### src/rtl/des_round_controller_if.sv
// des_round_controller_if: block handshake, result handshake and key-schedule
// link for des_round_controller. The slave modport is the controller side.
// Optional macro DES_CTRL_ABORT_EN adds the i_abort input.
interface des_round_controller_if;
  logic        i_valid;
  logic        o_ready;
  logic [63:0] i_data;
  logic        i_decrypt;
  logic [3:0]  o_round_sel;
  logic [47:0] i_round_key;
  logic        o_valid;
  logic        i_ready;
  logic [63:0] o_data;
  logic        o_busy;
`ifdef DES_CTRL_ABORT_EN
  logic        i_abort;
`endif

  modport slave (
    input  i_valid, i_data, i_decrypt, i_round_key, i_ready,
`ifdef DES_CTRL_ABORT_EN
    input  i_abort,
`endif
    output o_ready, o_round_sel, o_valid, o_data, o_busy
  );

  modport master (
    output i_valid, i_data, i_decrypt, i_round_key, i_ready,
`ifdef DES_CTRL_ABORT_EN
    output i_abort,
`endif
    input  o_ready, o_round_sel, o_valid, o_data, o_busy
  );
endinterface

### src/rtl/des_round_controller.sv
// des_round_controller: iterative 16-round DES engine, one Feistel round per
// cycle. Round keys come from an external key schedule addressed by
// o_round_sel. Optional macro DES_CTRL_ABORT_EN enables i_abort.

// DES_Function: round function f(R, K) = P(S(E(R) xor K)).
module DES_Function (
  input  logic [31:0] i_r,
  input  logic [47:0] i_key,
  output logic [31:0] o_f
);
  localparam int unsigned E_T [48] = '{
    32,  1,  2,  3,  4,  5,  4,  5,  6,  7,  8,  9,
     8,  9, 10, 11, 12, 13, 12, 13, 14, 15, 16, 17,
    16, 17, 18, 19, 20, 21, 20, 21, 22, 23, 24, 25,
    24, 25, 26, 27, 28, 29, 28, 29, 30, 31, 32,  1};

  localparam int unsigned P_T [32] = '{
    16,  7, 20, 21, 29, 12, 28, 17,  1, 15, 23, 26,  5, 18, 31, 10,
     2,  8, 24, 14, 32, 27,  3,  9, 19, 13, 30,  6, 22, 11,  4, 25};

  // Each S-box row-major (row = outer bits, col = inner four), entry 0 at MSB.
  localparam logic [255:0] S_T [8] = '{
    256'hE4D12FB83A6C5907_0F74E2D1A6CB9538_41E8D62BFC973A50_FC8249175B3EA06D,
    256'hF18E6B34972DC05A_3D47F28EC01A69B5_0E7BA4D158C6932F_D8A13F42B67C05E9,
    256'hA09E63F51DC7B428_D709346A285ECBF1_D6498F30B12C5AE7_1AD069874FE3B52C,
    256'h7DE3069A1285BC4F_D8B56F03472C1AE9_A690CB7DF13E5284_3F06A1D8945BC72E,
    256'h2C417AB6853FD0E9_EB2C47D150FA3986_421BAD78F9C5630E_B8C71E2D6F09A453,
    256'hC1AF92680D34E75B_AF427C9561DE0B38_9EF528C3704A1DB6_432C95FABE17608D,
    256'h4B2EF08D3C975A61_D0B7491AE35C2F86_14BDC37EAF680592_6BD814A7950FE23C,
    256'hD2846FB1A93E50C7_1FD8A374C56B0E92_7B419CE206ADF358_21E74A8DFC90356B};

  function automatic logic [3:0] sbox(input logic [2:0] n, input logic [5:0] b);
    logic [5:0] idx;
    idx = {b[5], b[0], b[4:1]};
    return S_T[n][{~idx, 2'b00} +: 4];
  endfunction

  logic [47:0] w_e;
  logic [47:0] w_x;
  logic [31:0] w_s;

  // Expansion, key mix, substitution and permutation.
  always_comb begin
    w_e = '0;
    w_s = '0;
    o_f = '0;
    for (int unsigned i = 0; i < 48; i++)
      w_e[6'(47 - i)] = i_r[5'(32 - E_T[i])];
    w_x = w_e ^ i_key;
    for (int unsigned j = 0; j < 8; j++)
      w_s[5'(31 - 4 * j) -: 4] = sbox(3'(j), w_x[6'(47 - 6 * j) -: 6]);
    for (int unsigned i = 0; i < 32; i++)
      o_f[5'(31 - i)] = w_s[5'(32 - P_T[i])];
  end
endmodule

module des_round_controller (
  input  logic                  i_clk,
  input  logic                  i_rst_n,
  des_round_controller_if.slave bus
);
  localparam logic [1:0] IDLE  = 2'd0;
  localparam logic [1:0] ROUND = 2'd1;
  localparam logic [1:0] DONE  = 2'd2;

  localparam int unsigned IP_T [64] = '{
    58, 50, 42, 34, 26, 18, 10,  2, 60, 52, 44, 36, 28, 20, 12,  4,
    62, 54, 46, 38, 30, 22, 14,  6, 64, 56, 48, 40, 32, 24, 16,  8,
    57, 49, 41, 33, 25, 17,  9,  1, 59, 51, 43, 35, 27, 19, 11,  3,
    61, 53, 45, 37, 29, 21, 13,  5, 63, 55, 47, 39, 31, 23, 15,  7};

  localparam int unsigned FP_T [64] = '{
    40,  8, 48, 16, 56, 24, 64, 32, 39,  7, 47, 15, 55, 23, 63, 31,
    38,  6, 46, 14, 54, 22, 62, 30, 37,  5, 45, 13, 53, 21, 61, 29,
    36,  4, 44, 12, 52, 20, 60, 28, 35,  3, 43, 11, 51, 19, 59, 27,
    34,  2, 42, 10, 50, 18, 58, 26, 33,  1, 41,  9, 49, 17, 57, 25};

  function automatic logic [63:0] perm64(input logic [63:0] d, input logic fin);
    logic [63:0] o;
    o = '0;
    for (int unsigned i = 0; i < 64; i++)
      o[6'(63 - i)] = d[6'(64 - (fin ? FP_T[i] : IP_T[i]))];
    return o;
  endfunction

  logic [1:0]  r_state;
  logic [3:0]  r_cnt;
  logic [31:0] r_l;
  logic [31:0] r_r;
  logic        r_dec;
  logic [63:0] r_odata;
  logic        r_ovalid;

  logic [31:0] w_f;
  logic [31:0] w_r_next;
  logic [63:0] w_ip;
  logic [63:0] w_fp;
  logic [3:0]  w_round_sel;
  logic        w_abort;

`ifdef DES_CTRL_ABORT_EN
  assign w_abort = bus.i_abort;
`else
  assign w_abort = 1'b0;
`endif

  DES_Function u_f (
    .i_r   (r_r),
    .i_key (bus.i_round_key),
    .o_f   (w_f)
  );

  // Round datapath, permutations and key-index selection (15-r is ~r).
  always_comb begin
    w_r_next    = r_l ^ w_f;
    w_ip        = perm64(bus.i_data, 1'b0);
    w_fp        = perm64({w_r_next, r_r}, 1'b1);
    w_round_sel = '0;
    if (r_state == ROUND)
      w_round_sel = r_dec ? ~r_cnt : r_cnt;
  end

  assign bus.o_ready     = (r_state == IDLE);
  assign bus.o_busy      = (r_state != IDLE);
  assign bus.o_valid     = r_ovalid;
  assign bus.o_data      = r_odata;
  assign bus.o_round_sel = w_round_sel;

  // Control FSM: accept, 16 rounds, hold result until consumed.
  always_ff @(posedge i_clk or negedge i_rst_n) begin
    if (!i_rst_n) begin
      r_state  <= IDLE;
      r_cnt    <= '0;
      r_l      <= '0;
      r_r      <= '0;
      r_dec    <= 1'b0;
      r_odata  <= '0;
      r_ovalid <= 1'b0;
    end else begin
      case (r_state)
        IDLE: begin
          if (bus.i_valid) begin
            {r_l, r_r} <= w_ip;
            r_dec      <= bus.i_decrypt;
            r_cnt      <= '0;
            r_state    <= ROUND;
          end
        end
        ROUND: begin
          if (w_abort) begin
            r_state  <= IDLE;
            r_ovalid <= 1'b0;
          end else begin
            r_l <= r_r;
            r_r <= w_r_next;
            // Last round: result is captured from the unswapped next-state values.
            if (r_cnt == 4'd15) begin
              r_odata  <= w_fp;
              r_ovalid <= 1'b1;
              r_state  <= DONE;
            end else begin
              r_cnt <= r_cnt + 4'd1;
            end
          end
        end
        DONE: begin
          if (w_abort || bus.i_ready) begin
            r_state  <= IDLE;
            r_ovalid <= 1'b0;
          end
        end
        default: r_state <= IDLE;
      endcase
    end
  end
endmodule

### src/flat_wrapper.sv
// flat-port wrapper written by rule: the top's interface ports become plain ports
module des_round_controller_flat 
  (i_clk, i_rst_n, bus_i_valid, bus_i_data, bus_i_decrypt, bus_i_round_key, bus_i_ready, bus_o_ready, bus_o_round_sel, bus_o_valid, bus_o_data, bus_o_busy);
  des_round_controller_if bus_i ();
  input  logic i_clk;
  input  logic i_rst_n;
  input wire logic [$bits(bus_i.i_valid)-1:0] bus_i_valid;
  input wire logic [$bits(bus_i.i_data)-1:0] bus_i_data;
  input wire logic [$bits(bus_i.i_decrypt)-1:0] bus_i_decrypt;
  input wire logic [$bits(bus_i.i_round_key)-1:0] bus_i_round_key;
  input wire logic [$bits(bus_i.i_ready)-1:0] bus_i_ready;
  output wire logic [$bits(bus_i.o_ready)-1:0] bus_o_ready;
  output wire logic [$bits(bus_i.o_round_sel)-1:0] bus_o_round_sel;
  output wire logic [$bits(bus_i.o_valid)-1:0] bus_o_valid;
  output wire logic [$bits(bus_i.o_data)-1:0] bus_o_data;
  output wire logic [$bits(bus_i.o_busy)-1:0] bus_o_busy;
  assign bus_i.i_valid = bus_i_valid;
  assign bus_i.i_data = bus_i_data;
  assign bus_i.i_decrypt = bus_i_decrypt;
  assign bus_i.i_round_key = bus_i_round_key;
  assign bus_i.i_ready = bus_i_ready;
  assign bus_o_ready = bus_i.o_ready;
  assign bus_o_round_sel = bus_i.o_round_sel;
  assign bus_o_valid = bus_i.o_valid;
  assign bus_o_data = bus_i.o_data;
  assign bus_o_busy = bus_i.o_busy;
  des_round_controller u_core (.i_clk(i_clk), .i_rst_n(i_rst_n), .bus(bus_i));
endmodule
### config.mk
export PLATFORM = sky130hd
export DESIGN_NAME = des_round_controller_flat
export DESIGN_NICKNAME = d
export VERILOG_FILES = /design/src/rtl/des_round_controller_if.sv /design/src/rtl/des_round_controller.sv /design/src/flat_wrapper.sv
export SDC_FILE = /design/constraint.sdc
export NUM_CORES = 1
export LEC_CHECK = 0
export BUFFER_PORTS_ARGS = -buffer_cell sky130_fd_sc_hd__clkbuf_2
export CORE_MARGIN = 8
export CORE_UTILIZATION = 54
export DETAILED_ROUTE_END_ITERATION = 6
export PLACE_DENSITY = 0.82
export RECOVER_POWER = 25
export SYNTH_ARGS = -nofsm -noshare
export SYNTH_HDL_FRONTEND = slang
export SYNTH_HIERARCHICAL = 1
export SYNTH_SLANG_ARGS = --single-unit
### constraint.sdc
create_clock -name i_clk -period 8.6 [get_ports i_clk]
set_clock_uncertainty 0.2 [all_clocks]
set_input_delay 0.43 -clock i_clk [delete_from_list [all_inputs] [get_ports i_clk]]
set_output_delay 0.43 -clock i_clk [all_outputs]
set_load 0.02 [all_outputs]
==> results.sh <==
export IMPL_final_layout_size_suffix_gt1_share_pct=24.1
export IMPL_fp_coreArea_mm2=0.0210
export IMPL_synthCells=1196
export IMPL_viasPerCell=6.28
export IMPL_path_max_fanout=74
export IMPL_yosys_warnings=6
export IMPL_rsz0062_at_grt="no"
export IMPL_max_freq_mhz=227
export IMPL_final_common_cell="clkbuf_2"
export IMPL_grt_max_degree=97
export IMPL_die_x_um=163
export IMPL_cts_htree_levels=4
export IMPL_crit_arrival_ps=4620
export IMPL_globalplace_congestion=0.928
export IMPL_cts_max_path_buffers=2
export IMPL_cts_tree="done"
export IMPL_worstSkewPairLatency_ps=430
export IMPL_drv_slew=64
export IMPL_antenna_found_initial=0
export IMPL_start_util_pct=55.1
export IMPL_drc=0
export IMPL_drt_wl_total_mm=33.9
export IMPL_synthArstFlopShare_pct=100
export IMPL_cts_buffers=17
export IMPL_most_common_layout_cells="163 x clkbuf_2, 136 x dfrtp_1, 113 x nand2_1, 71 x nor2_1, 64 x a21oi_1"
export IMPL_finalCritPeriodShare_pct=51.2
export IMPL_hpwl_mm=24.4
export IMPL_cts_clk_slew_worst_paths_ps=60
export IMPL_cp_required_ps=8820
export IMPL_port_buffers=187
export IMPL_cp_end_kind="asynchronous set/reset pin"
export IMPL_startpoint_type="primary input"
export IMPL_drtPass1Iterations=5
export IMPL_area_growth_pct=12.4
export IMPL_hp_class="in2reg"
export IMPL_rows=53
export IMPL_dieArea_mm2=0.0264
export IMPL_violations="capacitance limit, slew limit"
export IMPL_ys_seq_area_share_pct=29.4
export IMPL_grt_total_usage_pct=25.3
export IMPL_vias=10212
export IMPL_slew_headroom_pct=-142
export IMPL_grt_pass1_vias=9845
export IMPL_post_route_min_period_ps=4400
export IMPL_synth_area_leaders="dfrtp_1 29%, ha_1 6.8%, mux2_4 5.2%"
export IMPL_worst_pin_slew_ps=3630
export IMPL_synth_seq_cells=136
export IMPL_placed_area_mm2=0.0125
export IMPL_antenna_left=0
export IMPL_stdcell_area_mm2=0.0130
export IMPL_clock_sinks=136
export IMPL_syn_nets=1376
export IMPL_yosysTopAreaCellShare_pct=29.4
export IMPL_status="finished, violations left"
export IMPL_pin_count=188
export IMPL_synth_ff_type="dfrtp_1"
export IMPL_setup_violations=0
export IMPL_hold_viol_final=0
export IMPL_grt_ovfl_total=0
export IMPL_maxCapViolCount=1
export IMPL_synth_edf_count=0
export IMPL_root_buffer="clkbuf_16"
export IMPL_nNetsFinal=1518
export IMPL_finish_utilization_pct=62.0
export IMPL_avgSynthCellArea_um2=9.69
export IMPL_netlist_area_mm2=0.0116
export IMPL_initialDrtViolationCount=867
export IMPL_routedWlPerCell_um=20.8
export IMPL_synth_cell_type_count=78
export IMPL_finalSetupTns_ps=0
export IMPL_criticalPathCategory="in2async"
export IMPL_grt_pass1_wl_mm=53.7
export IMPL_antenna_cells=0
export IMPL_die_height_um=163
export IMPL_synth_top_area_cell="dfrtp_1"
synth_stat cells, types with 4 or more instances:
| cell type | count |
|---|---|
| inv_2 | 10 |
| a211oi_1 | 27 |
| nor2_1 | 71 |
| xor2_1 | 47 |
| nor3_1 | 30 |
| o211ai_1 | 32 |
| buf_2 | 31 |
| a32oi_1 | 5 |
| nand2b_1 | 4 |
| xor2_2 | 13 |
| o2111ai_1 | 6 |
| buf_6 | 7 |
| o221ai_1 | 9 |
| clkbuf_1 | 21 |
| nand2_1 | 113 |
| xnor2_2 | 16 |
| a2111oi_0 | 7 |
| mux2i_1 | 55 |
| buf_4 | 8 |
| inv_1 | 26 |
| a21oi_1 | 64 |
| buf_12 | 5 |
| mux2_2 | 17 |
| mux4_2 | 12 |
| nand3_1 | 29 |
| and2_1 | 4 |
| mux2_4 | 40 |
| dfrtp_1 | 136 |
| o31ai_1 | 7 |
| nor3b_1 | 23 |
| a21o_1 | 4 |
| o21ai_0 | 61 |
| o21ai_1 | 13 |
| xnor2_1 | 55 |
| a311oi_1 | 4 |
| o22ai_1 | 8 |
| ha_1 | 63 |
| a221o_1 | 24 |
| a31oi_1 | 18 |
| o311ai_1 | 4 |
critical path, stage by stage:
cell	delay, ps
dlygate4sd3_1	520
clkbuf_1	2530
buf_4	1090
cells by family (layout without fill, tap and decap cells):
family / Yosys count / after routing / share of synthesized area [%]
flops: 136 / 136 / 29.4
simple gates: 297 / 297 / 11.9
fa+ha+maj: 63 / 63 / 6.80
mux: 127 / 127 / 14.5
buf+inv: 109 / 264 / 5.28
compound gates: 330 / 330 / 19.7
xor+xnor: 134 / 134 / 12.5
registers in the layout (all words and copies together) (netlist names):
signal,cells
u_core/r_dec,1
u_core/r_r,32
u_core/bus.o_data,64
u_core/r_cnt,4
u_core/r_l,32
u_core/bus.o_valid,1
u_core/r_state,2
per-stage QoR:
step	std cells	setup slack (ps)	hold slack [ps]
CTS	1626	5120	16.0
detailed placement	1593	5130	252
floorplan	1196	5540	-65.6
finish	1626	4200	29.2
global placement	1593	5200	249
global route	1626	3460	25.0
area by class of cell:
cell class / instances / area [um2]
fillers: 1775 / 7990
multi-input cells: 951 / 7580
flip-flops and latches: 136 / 3400
repair buffers: 196 / 976
clock buffers: 19 / 443
well taps: 275 / 344
clock inverters: 13 / 146
inverters: 36 / 135
repair_timing:
action,CTS,global route
buffers inserted,0,0
endpoints found under the hold margin,62,0
gates resized for setup,0,0
hold buffers,1,0
per-layer routing:
metal  share of wire, %  GRT usage (%)  up-vias
met5                  0              0        -
met3                9.2           5.97       55
met2                 47           40.1      519
li1                   -              -     4672
met1                 42           33.8     4966
met4                2.4           7.95        0
final timing paths:
kind / from / to / slack (ps) / cells past startpoint
hold / removal: bus_i_decrypt / u_core/r_dec$_DFFE_PN0P_ / 30 / 2
min in group asynchronous: i_rst_n / u_core/bus.o_data[61]$_DFFE_PN0P_ / 1590 / 2
max in group i_clk: u_core/r_state[1]$_DFFE_PN0P_ / bus_o_round_sel[1] / 5080 / 4
setup reg to reg: u_core/r_state[1]$_DFFE_PN0P_ / u_core/bus.o_data[9]$_DFFE_PN0P_ / 5090 / 4
hold reg to reg: u_core/r_l[15]$_DFFE_PN0P_ / u_core/r_l[15]$_DFFE_PN0P_ / 300 / 2
setup / recovery: i_rst_n / u_core/bus.o_data[5]$_DFFE_PN0P_ / 4200 / 3
Power is left out: the tool's default activity adds up to more than one toggle a clock period on the data nets, which glitch-free logic cannot reach.
